===== src/rtl/fpu_round_pack.sv =====
// Normalise, round and pack an unpacked FP result into IEEE layout and raise inexact/overflow/underflow.
// Latency 2 cycles (stage 1 normalise, stage 2 round + range + pack); one beat per cycle sustained.
// out_ready low freezes stage 2, stage 1 fills behind it, then in_ready drops; at most 2 beats held.
module fpu_round_pack #(
    parameter int EXP_WIDTH  = 8,
    parameter int MANT_WIDTH = 23,
    parameter logic [EXP_WIDTH+MANT_WIDTH:0] NAN_VALUE = '1
) (
    input  logic                            clk,
    input  logic                            rst,
    input  logic                            in_valid,
    output logic                            in_ready,
    input  logic                            in_sign,
    input  logic                            in_nan,
    input  logic                            in_inf,
    input  logic                            in_zero,
    input  logic [EXP_WIDTH+1:0]            in_exponent,
    input  logic [MANT_WIDTH+1:0]           in_mantissa,
    input  logic [2:0]                      in_guard,
    input  logic [1:0]                      in_mode,
    output logic                            out_valid,
    input  logic                            out_ready,
    output logic [EXP_WIDTH+MANT_WIDTH:0]   out_result,
    output logic                            out_inexact,
    output logic                            out_overflow,
    output logic                            out_underflow
);
    localparam int RW  = 1 + EXP_WIDTH + MANT_WIDTH;
    // Internal exponent is wide enough that a full left normalise of the most
    // negative input exponent cannot wrap.
    localparam int EI  = EXP_WIDTH + 10;
    // Normalise window: {hidden, fraction, g1, g0}.
    localparam int NW  = MANT_WIDTH + 3;
    localparam int LZW = $clog2(NW + 1);
    localparam logic [EI-1:0] EXP_MAX = EI'((1 << EXP_WIDTH) - 1);

    localparam logic [1:0] MODE_EVEN = 2'd0;
    localparam logic [1:0] MODE_DOWN = 2'd1;
    localparam logic [1:0] MODE_UP   = 2'd2;
    localparam logic [1:0] MODE_ZERO = 2'd3;

    typedef enum logic [1:0] {K_NORM, K_ZERO, K_INF, K_NAN} kind_t;

    // ---------------- handshake ----------------
    logic s1_vld_q, s1_vld_d;
    logic s2_vld_q, s2_vld_d;
    logic s1_load, s2_load;

    assign s2_load  = !s2_vld_q || out_ready;
    assign s1_load  = !s1_vld_q || s2_load;
    assign in_ready = s1_load;

    // ---------------- stage 1: normalise ----------------
    logic                  s1_sign_q, s1_sign_d;
    kind_t                 s1_kind_q, s1_kind_d;
    logic [EI-1:0]         s1_exp_q,  s1_exp_d;
    logic [MANT_WIDTH:0]   s1_mant_q, s1_mant_d;
    logic                  s1_rnd_q,  s1_rnd_d;
    logic                  s1_stk_q,  s1_stk_d;
    logic [1:0]            s1_mode_q, s1_mode_d;

    logic [EI-1:0]         exp_ext;
    logic [NW-1:0]         win;
    logic [NW-1:0]         win_sh;
    logic [LZW-1:0]        lzc;

    // Classify the incoming beat and bring its mantissa to 1.xxx form with round/sticky bits.
    always_comb begin
        exp_ext = {{(EI-EXP_WIDTH-2){in_exponent[EXP_WIDTH+1]}}, in_exponent};
        win     = {in_mantissa[MANT_WIDTH:0], in_guard[2:1]};
        lzc     = LZW'(NW);
        for (int i = 0; i < NW; i++) begin
            if (win[i]) lzc = LZW'(NW - 1 - i);
        end
        win_sh  = win << lzc;

        s1_vld_d  = s1_vld_q;
        s1_sign_d = s1_sign_q;
        s1_kind_d = s1_kind_q;
        s1_exp_d  = s1_exp_q;
        s1_mant_d = s1_mant_q;
        s1_rnd_d  = s1_rnd_q;
        s1_stk_d  = s1_stk_q;
        s1_mode_d = s1_mode_q;

        if (s1_load) begin
            s1_vld_d  = in_valid;
            s1_sign_d = in_sign;
            s1_mode_d = in_mode;
            s1_kind_d = K_NORM;
            s1_exp_d  = exp_ext;
            s1_mant_d = in_mantissa[MANT_WIDTH:0];
            s1_rnd_d  = 1'b0;
            s1_stk_d  = 1'b0;
            if (in_nan) begin
                s1_kind_d = K_NAN;
            end else if (in_inf) begin
                s1_kind_d = K_INF;
            end else if (in_zero) begin
                s1_kind_d = K_ZERO;
            end else if (in_mantissa[MANT_WIDTH+1]) begin
                // Mantissa overflowed into 2.xxx: one right shift, LSB becomes the round bit.
                s1_mant_d = in_mantissa[MANT_WIDTH+1:1];
                s1_exp_d  = exp_ext + EI'(1);
                s1_rnd_d  = in_mantissa[0];
                s1_stk_d  = |in_guard;
            end else if (win == '0) begin
                if (in_guard[0]) begin
                    // Only the sticky bit survives: nonzero but far below any
                    // normal, so force it into the underflow range.
                    s1_mant_d = '0;
                    s1_exp_d  = '0;
                    s1_stk_d  = 1'b1;
                end else begin
                    s1_kind_d = K_ZERO;
                end
            end else begin
                s1_mant_d = win_sh[NW-1:2];
                s1_rnd_d  = win_sh[1];
                s1_stk_d  = win_sh[0] | in_guard[0];
                s1_exp_d  = exp_ext - {{(EI-LZW){1'b0}}, lzc};
            end
        end
    end

    // Stage 1 register.
    always_ff @(posedge clk) begin
        if (rst) begin
            s1_vld_q  <= 1'b0;
            s1_sign_q <= 1'b0;
            s1_kind_q <= K_NORM;
            s1_exp_q  <= '0;
            s1_mant_q <= '0;
            s1_rnd_q  <= 1'b0;
            s1_stk_q  <= 1'b0;
            s1_mode_q <= MODE_EVEN;
        end else begin
            s1_vld_q  <= s1_vld_d;
            s1_sign_q <= s1_sign_d;
            s1_kind_q <= s1_kind_d;
            s1_exp_q  <= s1_exp_d;
            s1_mant_q <= s1_mant_d;
            s1_rnd_q  <= s1_rnd_d;
            s1_stk_q  <= s1_stk_d;
            s1_mode_q <= s1_mode_d;
        end
    end

    // ---------------- stage 2: round, range check, pack ----------------
    logic [RW-1:0]         s2_res_q, s2_res_d;
    logic                  s2_inx_q, s2_inx_d;
    logic                  s2_ovf_q, s2_ovf_d;
    logic                  s2_unf_q, s2_unf_d;

    logic                  inc;
    logic                  sticky_any;
    logic                  to_inf;
    logic [MANT_WIDTH+1:0] sum;
    logic [MANT_WIDTH:0]   rmant;
    logic [EI-1:0]         rexp;

    // Apply the rounding increment, fold the carry into the exponent and map onto the output range.
    always_comb begin
        sticky_any = s1_rnd_q | s1_stk_q;
        inc = 1'b0;
        case (s1_mode_q)
            MODE_EVEN: inc = s1_rnd_q & (s1_stk_q | s1_mant_q[0]);
            MODE_DOWN: inc = sticky_any & s1_sign_q;
            MODE_UP:   inc = sticky_any & !s1_sign_q;
            MODE_ZERO: inc = 1'b0;
            default:   inc = 1'b0;
        endcase

        sum = {1'b0, s1_mant_q} + {{(MANT_WIDTH+1){1'b0}}, inc};
        if (sum[MANT_WIDTH+1]) begin
            rmant = {1'b1, {MANT_WIDTH{1'b0}}};
            rexp  = s1_exp_q + EI'(1);
        end else begin
            rmant = sum[MANT_WIDTH:0];
            rexp  = s1_exp_q;
        end

        // Overflow goes to infinity only when the mode rounds away from zero for this sign.
        to_inf = (s1_mode_q == MODE_EVEN) ||
                 (s1_mode_q == MODE_UP   && !s1_sign_q) ||
                 (s1_mode_q == MODE_DOWN &&  s1_sign_q);

        s2_vld_d = s2_vld_q;
        s2_res_d = s2_res_q;
        s2_inx_d = s2_inx_q;
        s2_ovf_d = s2_ovf_q;
        s2_unf_d = s2_unf_q;

        if (s2_load) begin
            s2_vld_d = s1_vld_q;
            s2_inx_d = 1'b0;
            s2_ovf_d = 1'b0;
            s2_unf_d = 1'b0;
            case (s1_kind_q)
                K_NAN:  s2_res_d = NAN_VALUE;
                K_INF:  s2_res_d = {s1_sign_q, {EXP_WIDTH{1'b1}}, {MANT_WIDTH{1'b0}}};
                K_ZERO: s2_res_d = {s1_sign_q, {(RW-1){1'b0}}};
                default: begin
                    s2_inx_d = sticky_any;
                    if (rexp[EI-1] || rexp == '0) begin
                        s2_res_d = {s1_sign_q, {(RW-1){1'b0}}};
                        s2_unf_d = 1'b1;
                        s2_inx_d = 1'b1;
                    end else if (rexp >= EXP_MAX) begin
                        s2_ovf_d = 1'b1;
                        s2_inx_d = 1'b1;
                        if (to_inf) begin
                            s2_res_d = {s1_sign_q, {EXP_WIDTH{1'b1}}, {MANT_WIDTH{1'b0}}};
                        end else begin
                            s2_res_d = {s1_sign_q, {(EXP_WIDTH-1){1'b1}}, 1'b0, {MANT_WIDTH{1'b1}}};
                        end
                    end else begin
                        s2_res_d = {s1_sign_q, rexp[EXP_WIDTH-1:0], rmant[MANT_WIDTH-1:0]};
                    end
                end
            endcase
        end
    end

    // Stage 2 register; doubles as the output holding register during backpressure.
    always_ff @(posedge clk) begin
        if (rst) begin
            s2_vld_q <= 1'b0;
            s2_res_q <= '0;
            s2_inx_q <= 1'b0;
            s2_ovf_q <= 1'b0;
            s2_unf_q <= 1'b0;
        end else begin
            s2_vld_q <= s2_vld_d;
            s2_res_q <= s2_res_d;
            s2_inx_q <= s2_inx_d;
            s2_ovf_q <= s2_ovf_d;
            s2_unf_q <= s2_unf_d;
        end
    end

    assign out_valid     = s2_vld_q;
    assign out_result    = s2_res_q;
    assign out_inexact   = s2_inx_q;
    assign out_overflow  = s2_ovf_q;
    assign out_underflow = s2_unf_q;

endmodule

===== config.mk =====
export PLATFORM = sky130hd
export DESIGN_NAME = fpu_round_pack
export DESIGN_NICKNAME = d
export VERILOG_FILES = /design/src/rtl/fpu_round_pack.sv
export SDC_FILE = /design/constraint.sdc
export NUM_CORES = 1
export LEC_CHECK = 0
export ABC_AREA = 1
export ABC_CLOCK_PERIOD_IN_PS = 5130
export CAP_MARGIN = 0
export CORE_MARGIN = 2
export CORE_UTILIZATION = 50
export DETAILED_ROUTE_END_ITERATION = 12
export GPL_ROUTABILITY_DRIVEN = 0
export HOLD_SLACK_MARGIN = 0.08
export PLACE_DENSITY = 0.77
export SETUP_SLACK_MARGIN = 0.1
export SYNTH_ARGS = -nofsm -noshare
export SYNTH_HDL_FRONTEND = slang
export SYNTH_SLANG_ARGS = --single-unit

===== constraint.sdc =====
create_clock -name clk -period 5.13 [get_ports clk]
set_clock_uncertainty 0.15 [all_clocks]
set_input_delay 0.513 -clock clk [delete_from_list [all_inputs] [get_ports clk]]
set_output_delay 0.513 -clock clk [all_outputs]
set_load 0.01 [all_outputs]

## Word level (Yosys, flattened, before mapping)

Cells that the tools add are included.

| storage, ports and cells | value |
|---|---|
| flip-flop bits (word level) | 86 |

| operators by class | value |
|---|---|
| reductions and logical operators | 15 |
| equality and inequality tests | 6 |
| muxes and demuxes | 70 |
| $add $sub $neg | 4 |
| shift operators | 1 |
| bitwise gates (word level) | 6 |
| magnitude comparators | 1 |

Operator list:

| operator | count |
|---|---|
| $mux 24 | 7 |
| $mux 18 | 7 |
| $mux 5 | 25 |
| $pmux 32 s3 | 1 |
| $mux 31 | 2 |
| $logic_not 26->1 | 1 |
| $shl 26x5->26 | 1 |
| $add 24x1->25 | 1 |
| $mux 1 | 23 |
| $mux 23 | 1 |
| $add 18x1->18 const B | 1 |
| $ge 18x8->1 const B | 1 |
| $logic_not 18->1 | 1 |
| $add 10x2->11 const B | 1 |
| $sub 10x6->11 | 1 |
| $eq 2x2->1 const B | 4 |
| $mux 2 | 3 |
| $reduce_or 3->1 | 2 |
| $logic_or 1x1->1 | 5 |
| $eq 2x1->1 const B | 2 |
| $pmux 1 s4 | 1 |
| $and 1x1->1 | 3 |
| $logic_not 1->1 | 3 |
| $or 1x1->1 | 3 |
| other kinds (2) | 3 |

## Logic depth before layout (Yosys ltp)

| logic depth | value |
|---|---|
| depth after elaboration | 33 |
| mapped depth | 39 |

## Least setup slack after synthesis

Ideal clock, no wire load.

| timing | value |
|---|---|
| kind | input-to-reg |
| start | in in_guard[2] |
| end | reg s1_exp_q[9] |
| arrival | 3.748 ns |
| path slack | 1.161 ns |
| data required time | 4.909 ns |
| stages on the path | 25 |
| buffers on the path | 1 |
| cells stage by stage | nor2_1 > inv_1 > a21boi_0 > o31ai_1 > a21boi_0 > o21ai_0 > nand2_1 > nand2_1 > a21oi_1 > clkinv_1 > clkbuf_1 > ha_1 > nand2_1 > nor2_1 > a211oi_1 > nor2_1 > o21ai_0 > nand2_1 > nor4_1 > nand2_1 > a21oi_1 > o22ai_1 > nand3_1 > o21ai_0 > a21oi_1 |

| on the way | value |
|---|---|
| word-level cells in the longest chain between the ends | 31 |
| elaborated cells on any way between the ends | 32 |
| those cells by class | add/sub: 1; mux: 30; reduce/logical: 1 |

RTL lines:

| element | line | text |
|---|---|---|
| from (decl) | 19 | `input logic [2:0] in_guard,` |
| $mux 5 (25 in a row) | 73 | `if (win[i]) lzc = LZW'(NW - 1 - i);` |
| $sub 10x6->11 | 121 | `s1_exp_d = exp_ext - {{(EI-LZW){1'b0}}, lzc};` |
| $mux 18 (*) | 107 | `end else if (win == '0) begin` |
| $mux 18 (*) | 101 | `end else if (in_mantissa[MANT_WIDTH+1]) begin` |
| $mux 18 (*) | 99 | `end else if (in_zero) begin` |
| $mux 18 (*) | 97 | `end else if (in_inf) begin` |
| $mux 18 (*) | 95 | `if (in_nan) begin` |
| to (signal assigned) | 141 | `s1_exp_q <= s1_exp_d;` |
| to (decl) | 56 | `logic [EI-1:0] s1_exp_q, s1_exp_d;` |

Mark *: on every way between the ends. The rest lies on a longest branch, timed or not.
A chain may end at the register's enable or synchronous reset.

## Worst setup path after layout

| timing | value |
|---|---|
| start | reg s1_mode_q[1] |
| end | reg s2_res_q[5] (netlist: out_result[5]) |

| on the way | value |
|---|---|
| word-level cells in the longest chain between the ends | 8 |
| elaborated cells on any way between the ends | 19 |
| those cells by class | add/sub: 1; order compare: 1; eq/ne: 3; mux: 7; reduce/logical: 7 |

RTL lines:

| element | line | text |
|---|---|---|
| from (decl) | 60 | `logic [1:0] s1_mode_q, s1_mode_d;` |
| from (signal assigned) | 145 | `s1_mode_q <= s1_mode_d;` |
| $eq 2x2->1 (tied with other cells) | 166 | `case (s1_mode_q)` |
| $pmux 1 s4 / $logic_and 1x1->1 (equally long branches) | 166, 185 |  |
| $add 24x1->25 / $logic_or 1x1->1 (equally long branches) | 174, 184 |  |
| $mux 18 / $logic_or 1x1->1 (equally long branches) | 175, 185 |  |
| $ge 18x8->1 (tied with other cells) | 209 | `end else if (rexp >= EXP_MAX) begin` |
| $mux 31 / $logic_or 1x1->1 (equally long branches) | 209, 205 |  |
| $mux 31 (*) | 205 | `if (rexp[EI-1] \|\| rexp == '0) begin` |
| $pmux 32 s3 (*) | 199 | `case (s1_kind_q)` |
| to (signal assigned) | 235 | `s2_res_q <= s2_res_d;` |
| to (decl) | 150 | `logic [RW-1:0] s2_res_q, s2_res_d;` |

Marked as above.

==> results.md <==
- FMAX: 218.5 MHz
- Setup ws final: 0.5534 ns
- Port Buffer Count: 84
- Filler cells: 1305
- Unrepaired setup endpoints after global routing: yes
- Final HPWL DP: 14810 microns
- Clock-pin slew on the worst setup and hold paths: 0.06 ns
- Total Wirelength: 20090 microns
- Final Cell Area: 8040 sq um
- Gr ovfl total: 0
- Die height: 120.4 microns
- Post-route ant nets: 0
- YS warnings: 0
- Share of layout cells above drive strength 1: 0.08637
- Xor/xnor cell area share of the yosys netlist: 0.02068
- P_leak: 3.516 nW
- CTS H-tree lvls: 3
- Power Density: 240.3 nW/um^2
- Critical path arrival: 4.64 ns
- M2 GR Usage: 0.4262
- Antenna fix cells: 0
- Area Growth Syn to Fin: 18.65%
- Flop and latch count out of synthesis: 79
- Initial Utilization: 0.5117
- Hold path startpoint: out_overflow$_SDFFE_PP0P_
- Syn_nets: 1179
- Post-synthesis mux area share: 0
- Hold EP: out_overflow$_SDFFE_PP0P_
- Top-area cell type share of the netlist area: 0.2334
- TritonCTS buffer count: 9
- Mean post-synth cell area: 6.056 sq um
- DIE WIDTH: 120.4 microns
- Reg2Reg Setup Slack: 0.55 ns
- IO Pins: 85
- Largest area contributor in the netlist: dfxtp_1
- Slew margin rel.: 0.4293
- Distinct cells, synth: 53
- Setup violations, final: 0
- Crit path max fanout: 26
- Hold WC Path Type: reg2reg
- Critical path endpoint category: register
- Post-DP Area: 7694 sq um
- DR iter-0 viols: 752
- Reg2reg end: out_result[5]$_SDFFE_PP0P_
- Largest family of logic cells by synthesized area: simple AND/OR/NAND/NOR gates
- Setup tns final: 0 ns
- Final Hold Violating Endpoints: 0
- First-pass GRT wire length: 32860 microns
- Worst slew pin tran: 0.8552 ns
- Hold Path Cell Cnt: 2
- Final net count: 1236
- Critical path's slowest cell: dfxtp_1
- Max Slew Vio Count: 0
- Met3 Usage GRT: 0.04245
- Synth Area in Compound Gates: 0.2334
- Most frequent cells in the layout: nand2_1 (278), nand3_1 (127), inv_1 (118)
- Slowest Stage Delay on Critical Path: 0.34 ns
- Net Sw Power: 0.0006300 W
- Data required time of the worst path: 5.20 ns
- Final hold slack: 0.3280 ns
- Cell Rows: 42
- Residual DRC: 0
- Critical path type: reg2reg
- Vias in the first global route: 6754
- Total track usage: 0.2741
- CTS Sinks: 79
- FF+latch area: 1582 sq um
- Register area share after synthesis: 0.2334
- CTS tree: built
- Synth Flop Type: dfxtp_1
- EDFF count, synth: 0
- Clk root buf: clkbuf_16
- Mapped cell area: 6776 sq um
- Net Sw Frac: 0.3261
- Ys async rst share: 0
- Status: finished clean
- Min Tclk post-route: 4.577 ns
- Synth area leaders: dfxtp_1 (23%), nand2_1 (15%), nand3_1 (9.4%)
- Area of the multi-input gates: 4482 sq um
- Worst r2r src: s1_mode_q[1]$_SDFFE_PP0P_
- Largest net degree at the start of global routing: 45
- Post-layout util: 0.6071
- Fin crit share: 0.8921
- Simple-gate share of the synthesized area: 0.3796
- Clk Latency, worst-skew pair: 0.34 ns
- Post-Syn Instances: 1119
- Via density: 5.741
- Logic pwr share: 0.286
- Critical path launch point type: register
- Sequential Power Share: 0.363
- Pint: 0.001302 W
- Peak supply drop: 0.1405 mV
- Commonest non-fill, non-tap cell in the layout: nand2_1
- Adder-cell share of the synthesized area: 0.02326
- CORE AREA: 13240 sq um
- Via count: 7791
- Clock Tree Buf Depth: 2
- Clock share of power: 0.351
- R2R depth: 25
- Drt pass-1 iters: 7
- M1 GR Usage: 0.3846
- DR WL/cell: 14.81 microns
- Die ar.: 14500 sq um
- Initial antenna violation count: 0
- GR peak layer: met2
- Max-cap violations: 0
- Pre-CTS WS: 0.4431 ns
## flip-flops by register name, indices dropped and copies added, names as in the netlist, 2 cells and up
signal / cells
out_result: 32
s1_mode_q: 2
s1_exp_q: 11
s1_kind_q: 2
s1_mant_q: 24
## cells in the mapped netlist (2+ instances only)
cell type / number
o21a_1: 2
a31o_2: 2
o211ai_1: 7
o22ai_1: 3
a31oi_1: 3
nor2_4: 2
o21ai_0: 117
nand2_1: 278
clkinv_1: 4
buf_2: 4
ha_1: 11
nand3_1: 127
clkbuf_1: 45
dfxtp_1: 79
buf_1: 2
a21oi_2: 21
a311oi_1: 2
nand4_1: 17
o31ai_1: 5
xnor2_1: 2
o21bai_1: 2
nand2_2: 3
inv_1: 118
nor2_1: 77
nor2_2: 2
nor4_1: 4
a211oi_1: 3
xor2_1: 14
nand3_2: 24
buf_12: 2
inv_2: 4
a221oi_1: 5
nor3_1: 14
buf_6: 3
a21oi_1: 92
a21boi_0: 2
## critical path: cells and delay by family (launching register included)
family / cells / cell delay, ns
AOI/OAI and AO/OA: 6 / 1.05
adders and majority gates: 3 / 0.70
buffers and inverters: 3 / 0.51
DFF: 1 / 0.34
and+or+nand+nor: 13 / 1.70
## worst max path at each step
stage	start	to	cells after the start
after CTS	s1_mode_q[0]$_SDFFE_PP0P_	out_result[1]$_SDFFE_PP0P_	27
after global placement	s1_mode_q[0]$_SDFFE_PP0P_	out_result[1]$_SDFFE_PP0P_	26
after detailed placement	s1_mode_q[0]$_SDFFE_PP0P_	out_result[1]$_SDFFE_PP0P_	27
after floorplan	in_guard[2]	s1_exp_q[9]$_SDFFE_PP0P_	25
after global routing	s1_mode_q[1]$_SDFFE_PP0P_	out_result[5]$_SDFFE_PP0P_	25
final	s1_mode_q[1]$_SDFFE_PP0P_	out_result[5]$_SDFFE_PP0P_	25
## final cells by class
| cell class | instances | share of cell area |
|---|---|---|
| Clock buffer | 9 | 0.02801 |
| Clock inverter | 7 | 0.01214 |
| Inverter | 126 | 0.05882 |
| Multi-Input combinational cell | 860 | 0.5574 |
| Sequential cell | 79 | 0.1967 |
| Tap cell | 176 | 0.02739 |
| Timing Repair Buffer | 100 | 0.1195 |
## metal layers
metal	vias up	share of wire
met4	0	0.033
met5	-	0
met2	409	0.44
met1	3435	0.43
li1	3881	-
met3	66	0.093
## metrics by stage
step | cells | total power, W
after detailed placement | 1339 | 0.001245
after global placement | 1339 | 0.001241
after global routing | 1357 | 0.002029
final | 1357 | 0.001932
after CTS | 1355 | 0.001923
after floorplan | 1119 | 0.001069
## kinds of logic (layout without fill, tap and decap cells)
group,Yosys count,in the layout
buffers and inverters,182,242
adder cells (fa/ha/maj),12,12
flip-flops,79,79
AO/OA/AOI/OAI,273,274
AND/OR/NAND/NOR,557,558
XOR/XNOR,16,16
## what timing repair did
action | in CTS | in global routing
hold buffers | 0 | 0
endpoints found under the setup margin | 0 | 31
buffers inserted | 0 | 0
resized for setup | 0 | 1
## power by group through the flow
stage	combinational (W)	sequential (W)	clock, W
floorplan	0.000353	0.000716	0
global placement	0.000530	0.000711	0
detailed placement	0.000533	0.000712	0
CTS	0.000538	0.000700	0.000685
global route	0.000612	0.000707	0.000711
finish	0.000553	0.000701	0.000678
Note: power is estimated with default switching activity, not from simulation.
